### config.mk
export PLATFORM = sky130hd
export DESIGN_NAME = char_dot_shifter
export DESIGN_NICKNAME = d
export VERILOG_FILES = /design/src/rtl/char_dot_shifter_pkg.sv /design/src/rtl/char_dot_shifter_blink_timer.sv /design/src/rtl/char_dot_shifter.sv
export VERILOG_INCLUDE_DIRS = /design/src /design/src/rtl
export SDC_FILE = /design/constraint.sdc
export NUM_CORES = 1
export LEC_CHECK = 0
export BUFFER_PORTS_ARGS = -buffer_cell sky130_fd_sc_hd__buf_2
export CAP_MARGIN = 10
export CORE_ASPECT_RATIO = 0.8
export CORE_MARGIN = 3
export CORE_UTILIZATION = 52
export DETAILED_ROUTE_END_ITERATION = 8
export PLACE_DENSITY = 0.81
export SYNTH_ARGS = -nofsm -noshare
export SYNTH_HDL_FRONTEND = slang
export SYNTH_HIERARCHICAL = 1
export SYNTH_SLANG_ARGS = --single-unit
export TNS_END_PERCENT = 30
### constraint.sdc
create_clock -name clk -period 1.7 [get_ports clk]
set_input_delay 0.425 -clock clk [delete_from_list [all_inputs] [get_ports clk]]
set_output_delay 0.425 -clock clk [all_outputs]
set_load 0.05 [all_outputs]
### src/rtl/char_dot_defs.vh
// Cell geometry and blink rate shared by the character-ROM, video-timing and dot-serializer stages.
`ifndef CHAR_DOT_DEFS_VH
`define CHAR_DOT_DEFS_VH

`define CHAR_W_DEF       7
`define GLYPH_W_DEF      5
`define BLINK_FRAMES_DEF 16

`endif

### src/rtl/char_dot_shifter_pkg.sv
// Shared types and helpers for the character dot serializer.
`include "char_dot_defs.vh"

package char_dot_shifter_pkg;

  localparam int unsigned DOT_CNT_W   = 4;
  localparam int unsigned BLINK_CNT_W = 8;

  // What the cell datapath does on a given clk edge.
  typedef enum logic [1:0] {
    CELL_HOLD  = 2'd0,
    CELL_SYNC  = 2'd1,
    CELL_LOAD  = 2'd2,
    CELL_SHIFT = 2'd3
  } cell_op_e;

  // Source of the pattern latched into the shift register on a load edge.
  typedef enum logic [1:0] {
    SRC_BLANK  = 2'd0,
    SRC_CURSOR = 2'd1,
    SRC_GLYPH  = 2'd2
  } load_src_e;

  // Blanking wins over the cursor; the cursor only shows in its visible phase.
  function automatic load_src_e pick_load_src(input logic blank_i,
                                              input logic cursor_here_i,
                                              input logic blink_phase_i);
    load_src_e src;
    if (blank_i) begin
      src = SRC_BLANK;
    end else if (cursor_here_i && blink_phase_i) begin
      src = SRC_CURSOR;
    end else begin
      src = SRC_GLYPH;
    end
    return src;
  endfunction

  // Edge classification: line_sync beats dot_en, and the last slot turns dot_en into a load.
  function automatic cell_op_e pick_cell_op(input logic line_sync_i,
                                            input logic dot_en_i,
                                            input logic at_last_slot_i);
    cell_op_e op;
    op = CELL_HOLD;
    if (line_sync_i) begin
      op = CELL_SYNC;
    end else if (dot_en_i) begin
      op = at_last_slot_i ? CELL_LOAD : CELL_SHIFT;
    end
    return op;
  endfunction

endpackage

### src/rtl/char_dot_shifter_blink_timer.sv
// Cursor blink timer: toggles the visible phase every BLINK_FRAMES frame_sync pulses.
`include "char_dot_defs.vh"

module blink_timer
  import char_dot_shifter_pkg::*;
#(
  parameter int unsigned BLINK_FRAMES = `BLINK_FRAMES_DEF
) (
  input  logic clk,
  input  logic reset_n,
  input  logic frame_sync,
  output logic blink_phase
);

  localparam logic [BLINK_CNT_W-1:0] LAST_FRAME = BLINK_CNT_W'(BLINK_FRAMES - 1);

  logic [BLINK_CNT_W-1:0] frame_cnt_q, frame_cnt_d;
  logic                   phase_q, phase_d;

  always_comb begin
    frame_cnt_d = frame_cnt_q;
    phase_d     = phase_q;
    if (frame_sync) begin
      if (frame_cnt_q == LAST_FRAME) begin
        frame_cnt_d = '0;
        phase_d     = ~phase_q;
      end else begin
        frame_cnt_d = frame_cnt_q + BLINK_CNT_W'(1);
      end
    end
  end

  always_ff @(posedge clk) begin
    if (!reset_n) begin
      frame_cnt_q <= '0;
      phase_q     <= 1'b0;
    end else begin
      frame_cnt_q <= frame_cnt_d;
      phase_q     <= phase_d;
    end
  end

  assign blink_phase = phase_q;

endmodule

### src/rtl/char_dot_shifter.sv
// Dot serializer: latches one glyph row per cell, shifts it out MSB-first with blanking and cursor.
`include "char_dot_defs.vh"

module char_dot_shifter
  import char_dot_shifter_pkg::*;
#(
  parameter int unsigned CHAR_W       = `CHAR_W_DEF,
  parameter int unsigned GLYPH_W      = `GLYPH_W_DEF,
  parameter int unsigned BLINK_FRAMES = `BLINK_FRAMES_DEF
) (
  input  logic               clk,
  input  logic               reset_n,
  input  logic               dot_en,
  input  logic               line_sync,
  input  logic               frame_sync,
  input  logic [GLYPH_W-1:0] glyph_row,
  input  logic               cursor_here,
  input  logic               blank,
  output logic               next_char,
  output logic               video_dot,
  output logic               blink_phase,
  output logic [3:0]         dot_cnt
);

  localparam int unsigned            GAP_W     = CHAR_W - GLYPH_W;
  localparam logic [DOT_CNT_W-1:0]   LAST_SLOT = DOT_CNT_W'(CHAR_W - 1);

  logic [DOT_CNT_W-1:0] dot_cnt_q, dot_cnt_d;
  logic [CHAR_W-1:0]    sr_q, sr_d;
  logic                 video_dot_q, video_dot_d;
  logic                 next_char_q, next_char_d;
  logic                 blink_phase_w;

  logic [CHAR_W-1:0]    load_c;
  cell_op_e             op_c;

  blink_timer #(
    .BLINK_FRAMES(BLINK_FRAMES)
  ) u_blink_timer (
    .clk        (clk),
    .reset_n    (reset_n),
    .frame_sync (frame_sync),
    .blink_phase(blink_phase_w)
  );

  // Load pattern; uses the registered (pre-toggle) blink phase so a cell never changes mid-way.
  always_comb begin
    load_c = '0;
    case (pick_load_src(blank, cursor_here, blink_phase_w))
      SRC_BLANK:  load_c = '0;
      SRC_CURSOR: load_c = {{GLYPH_W{1'b1}}, {GAP_W{1'b0}}};
      default:    load_c = {glyph_row, {GAP_W{1'b0}}};
    endcase
  end

  always_comb begin
    op_c = pick_cell_op(line_sync, dot_en, dot_cnt_q == LAST_SLOT);
  end

  // Next-state for the slot counter, shift register, dot and advance strobe.
  always_comb begin
    dot_cnt_d   = dot_cnt_q;
    sr_d        = sr_q;
    video_dot_d = video_dot_q;
    next_char_d = 1'b0;
    case (op_c)
      CELL_SYNC: begin
        dot_cnt_d   = LAST_SLOT;
        sr_d        = '0;
        video_dot_d = 1'b0;
      end
      CELL_LOAD: begin
        dot_cnt_d   = '0;
        video_dot_d = load_c[CHAR_W-1];
        sr_d        = {load_c[CHAR_W-2:0], 1'b0};
        next_char_d = 1'b1;
      end
      CELL_SHIFT: begin
        dot_cnt_d   = dot_cnt_q + DOT_CNT_W'(1);
        video_dot_d = sr_q[CHAR_W-1];
        sr_d        = {sr_q[CHAR_W-2:0], 1'b0};
      end
      default: begin
      end
    endcase
  end

  always_ff @(posedge clk) begin
    if (!reset_n) begin
      dot_cnt_q   <= LAST_SLOT;
      sr_q        <= '0;
      video_dot_q <= 1'b0;
      next_char_q <= 1'b0;
    end else begin
      dot_cnt_q   <= dot_cnt_d;
      sr_q        <= sr_d;
      video_dot_q <= video_dot_d;
      next_char_q <= next_char_d;
    end
  end

  assign dot_cnt     = dot_cnt_q;
  assign video_dot   = video_dot_q;
  assign next_char   = next_char_q;
  assign blink_phase = blink_phase_w;

endmodule

==> flow_summary.toml <==
[routing]
wirelength_um = 1925
ant_nets = 0
dr_total_vias = 839
routedWlPerCell_um = 13.65
first_iter_violations = 7
drc_errors = 0
vias_per_cell = 5.950
first_pass_iters = 4

[floorplanning]
dieWidth_um = 52.54
die_h_um = 43.23
rows = 12
pin_count = 19
initial_utilization_pct = 60.00
core_um2 = 1501
die-area_um2 = 2271

[sta]
hold_viol_final = 0
fmax_mhz = 637.8
setup_viol = 0
setup-tns-final_ps = 0
finalCritPeriodShare_pct = 92.23
slew-limit-headroom_pct = 70.86
drv_slew = 0
rsz0062_at_grt = "false"
fin_crit_ps = 1568
finClkSkew_ps = 12.44
worst_pin_slew_ps = 432.5

[clock_tree]
numCtsBuffers = 3
clockBufferDepth = 2
hold_buffers = 0
clkLatencyLatePin_ps = 300
h-tree-depth = 1
root_buffer = "clkbuf_4"
cts_tree = "yes"
cts.sinks = 19
clk_pin_slew_ps = 120

[critical_path]
crit_family = "simple AND/OR/NAND/NOR gates"
reg2reg_depth = 5
slowest_stage = "or4_1"
critical_path_class = "reg -> reg"
r2r-start = "dot_cnt[0]"
path_max_fanout = 10
cp-end-kind = "flip-flop"
cp_data_arrival_time_ps = 1800
path_cells = "inv_1 > ha_2 > nand3b_4 > or4_1 > a21boi_1"
cpPeakStageDelay_ps = 530
rrSetupSlack_ps = 130
critPathLaunchType = "flip-flop"
reg2reg_to = "sr_q[5]"
worstPathRequired_ps = 1930
path_buf_inv = 1

[yosys]
ys_warn_count = 6
synthFlopType = "dfxtp_1"
yosysSeqAreaShare_pct = 42.22
syn_inst = 98
synth-edff-count = 0
synth_area_per_cell_um2 = 9.192
syn-cell-area_um2 = 900.9
async_reset_ff_share_pct = 0
synthesis.nets = 113
ys_types = 28
ys_ff_latch = 19

[place]
place_area_um2 = 1021
numPortBuffers = 18
place_hpwl_um = 1465
gp_congestion = 0.7707

[power_and_ir_drop]
p_clk_share_pct = 29.0
vdd_drop_max_uv = 609.9
p_sw_uw = 224.5
pwr-share-seq_pct = 57.7
p_int_uw = 588.1
netSwitchingFraction_pct = 27.62
p_leak_uw = 0.0003954
pwr-share-comb_pct = 13.4
p_per_area_nw_per_um2 = 773.1

[hold_path]
hold_depth = 3
min_to = "sr_q[4]"
min_path_type = "in -> reg"
hold_start = "blank"

[layout]
stdcell_area_um2 = 1051
nets = 136
diodes = 0
area_growth_syn_to_layout_pct = 16.67
layout_common_cells = "dfxtp_1 (18), buf_2 (18), a21oi_1 (11)"
drive_above_1_share_pct = 25.00

[job]
max_cap_violations = 0

[global_routing]
grt.total_usage_pct = 19.58
grt_pass1_wl_um = 3325
overflow = 0
grt_max_degree = 13
grt_pass1_vias = 789
antenna_found_initial = 0

[run_status]
status = "finished clean"
[power groups by stage]
stage               registers [uW]  logic (uW)  clock network (uW)
floorplan                      495        51.2                   0
global placement               478         104                   0
detailed placement             478         108                   0
CTS                            468         108                 238
global route                   471         121                 263
finish                         468         109                 236
[cell usage after synthesis, types with 2 or more instances]
master,instances,area share (%)
nand2_1,8,3.3
nand3_1,4,2.2
or3_1,4,2.8
nor2_1,4,1.7
a32oi_1,4,3.9
nand2b_1,2,1.4
o21ai_0,5,2.8
nand4_1,3,2.1
or4_1,6,5.0
xnor2_1,2,1.9
a21boi_1,6,5.0
o31ai_1,2,1.7
dfxtp_1,19,42
inv_1,2,0.83
nor2b_1,2,1.4
a21oi_1,11,6.1
ha_1,3,4.2
[worst max-delay path by stage]
stage / from / to / slack [ps] / depth (start not counted)
finish: dot_cnt[0] / sr_q[5] / 130 / 5
global route: dot_cnt[0] / sr_q[5] / 4 / 5
global placement: dot_cnt[0] / video_dot / 200 / 5
floorplan: dot_cnt[0] / video_dot / 30 / 5
detailed placement: dot_cnt[0] / sr_q[5] / 140 / 5
CTS: dot_cnt[0] / sr_q[5] / 110 / 5
[layer usage]
layer / part of all wire, % / track usage, % / up-vias
met5: 0 / 0 / -
met4: 0.73 / 5.612 / 0
met3: 6.1 / 5.965 / 2
met2: 46 / 31.93 / 27
met1: 47 / 24.57 / 398
li1: - / - / 412
[sequential cells by signal, indices dropped and copies added, names as in the netlist]
name	count
dot_cnt	4
next_char	1
sr_q	4
u_blink_timer/blink_phase	1
u_blink_timer/frame_cnt_q	8
video_dot	1
[worst reg2reg max path, delay by kind of cell, from the launching register on]
family                   cells  cell delay [ps]
flip-flops                   1              360
AO/OA/AOI/OAI                1              150
buffers and inverters        1              100
adder cells (fa/ha/maj)      1              220
AND/OR/NAND/NOR              2              670
[kinds of logic after synthesis]
logic type               Yosys count  synth area share [%]
AO/OA/AOI/OAI                     30                 21.39
XOR/XNOR                           3                 2.917
adder cells (fa/ha/maj)            3                 4.167
buffers and inverters              3                 1.389
flip-flops                        19                 42.22
multiplexers                       1                 1.111
AND/OR/NAND/NOR                   39                 26.81
[stage by stage]
step	util (%)	instances	hold WS [ps]	setup slack (ps)	power, uW
CTS	69.83	141	427.2	106.1	814.5
finish	70.00	141	433.0	132.1	812.6
global route	70.00	141	434.8	4.253	855.0
floorplan	-	98	436.5	33.08	545.9
global placement	68.00	137	446.4	204.4	582.0
detailed placement	68.00	137	453.2	144.9	586.7
[repair_timing]
item	4_1_cts	5_1_grt
endpoints found under the setup margin	0	1
setup buffers	0	0
gates resized for setup	0	1
[layout make-up]
| type | instances | area [um2] |
|---|---|---|
| clock buffer | 3 | 22.52 |
| tap | 21 | 26.28 |
| fill | 133 | 450.4 |
| multi-input combinational | 76 | 510.5 |
| timing repair buffer | 19 | 97.59 |
| inverter | 2 | 7.507 |
| sequential | 19 | 381.6 |
| clock inverter | 1 | 5.005 |
Note: power is estimated with default switching activity, not from simulation.
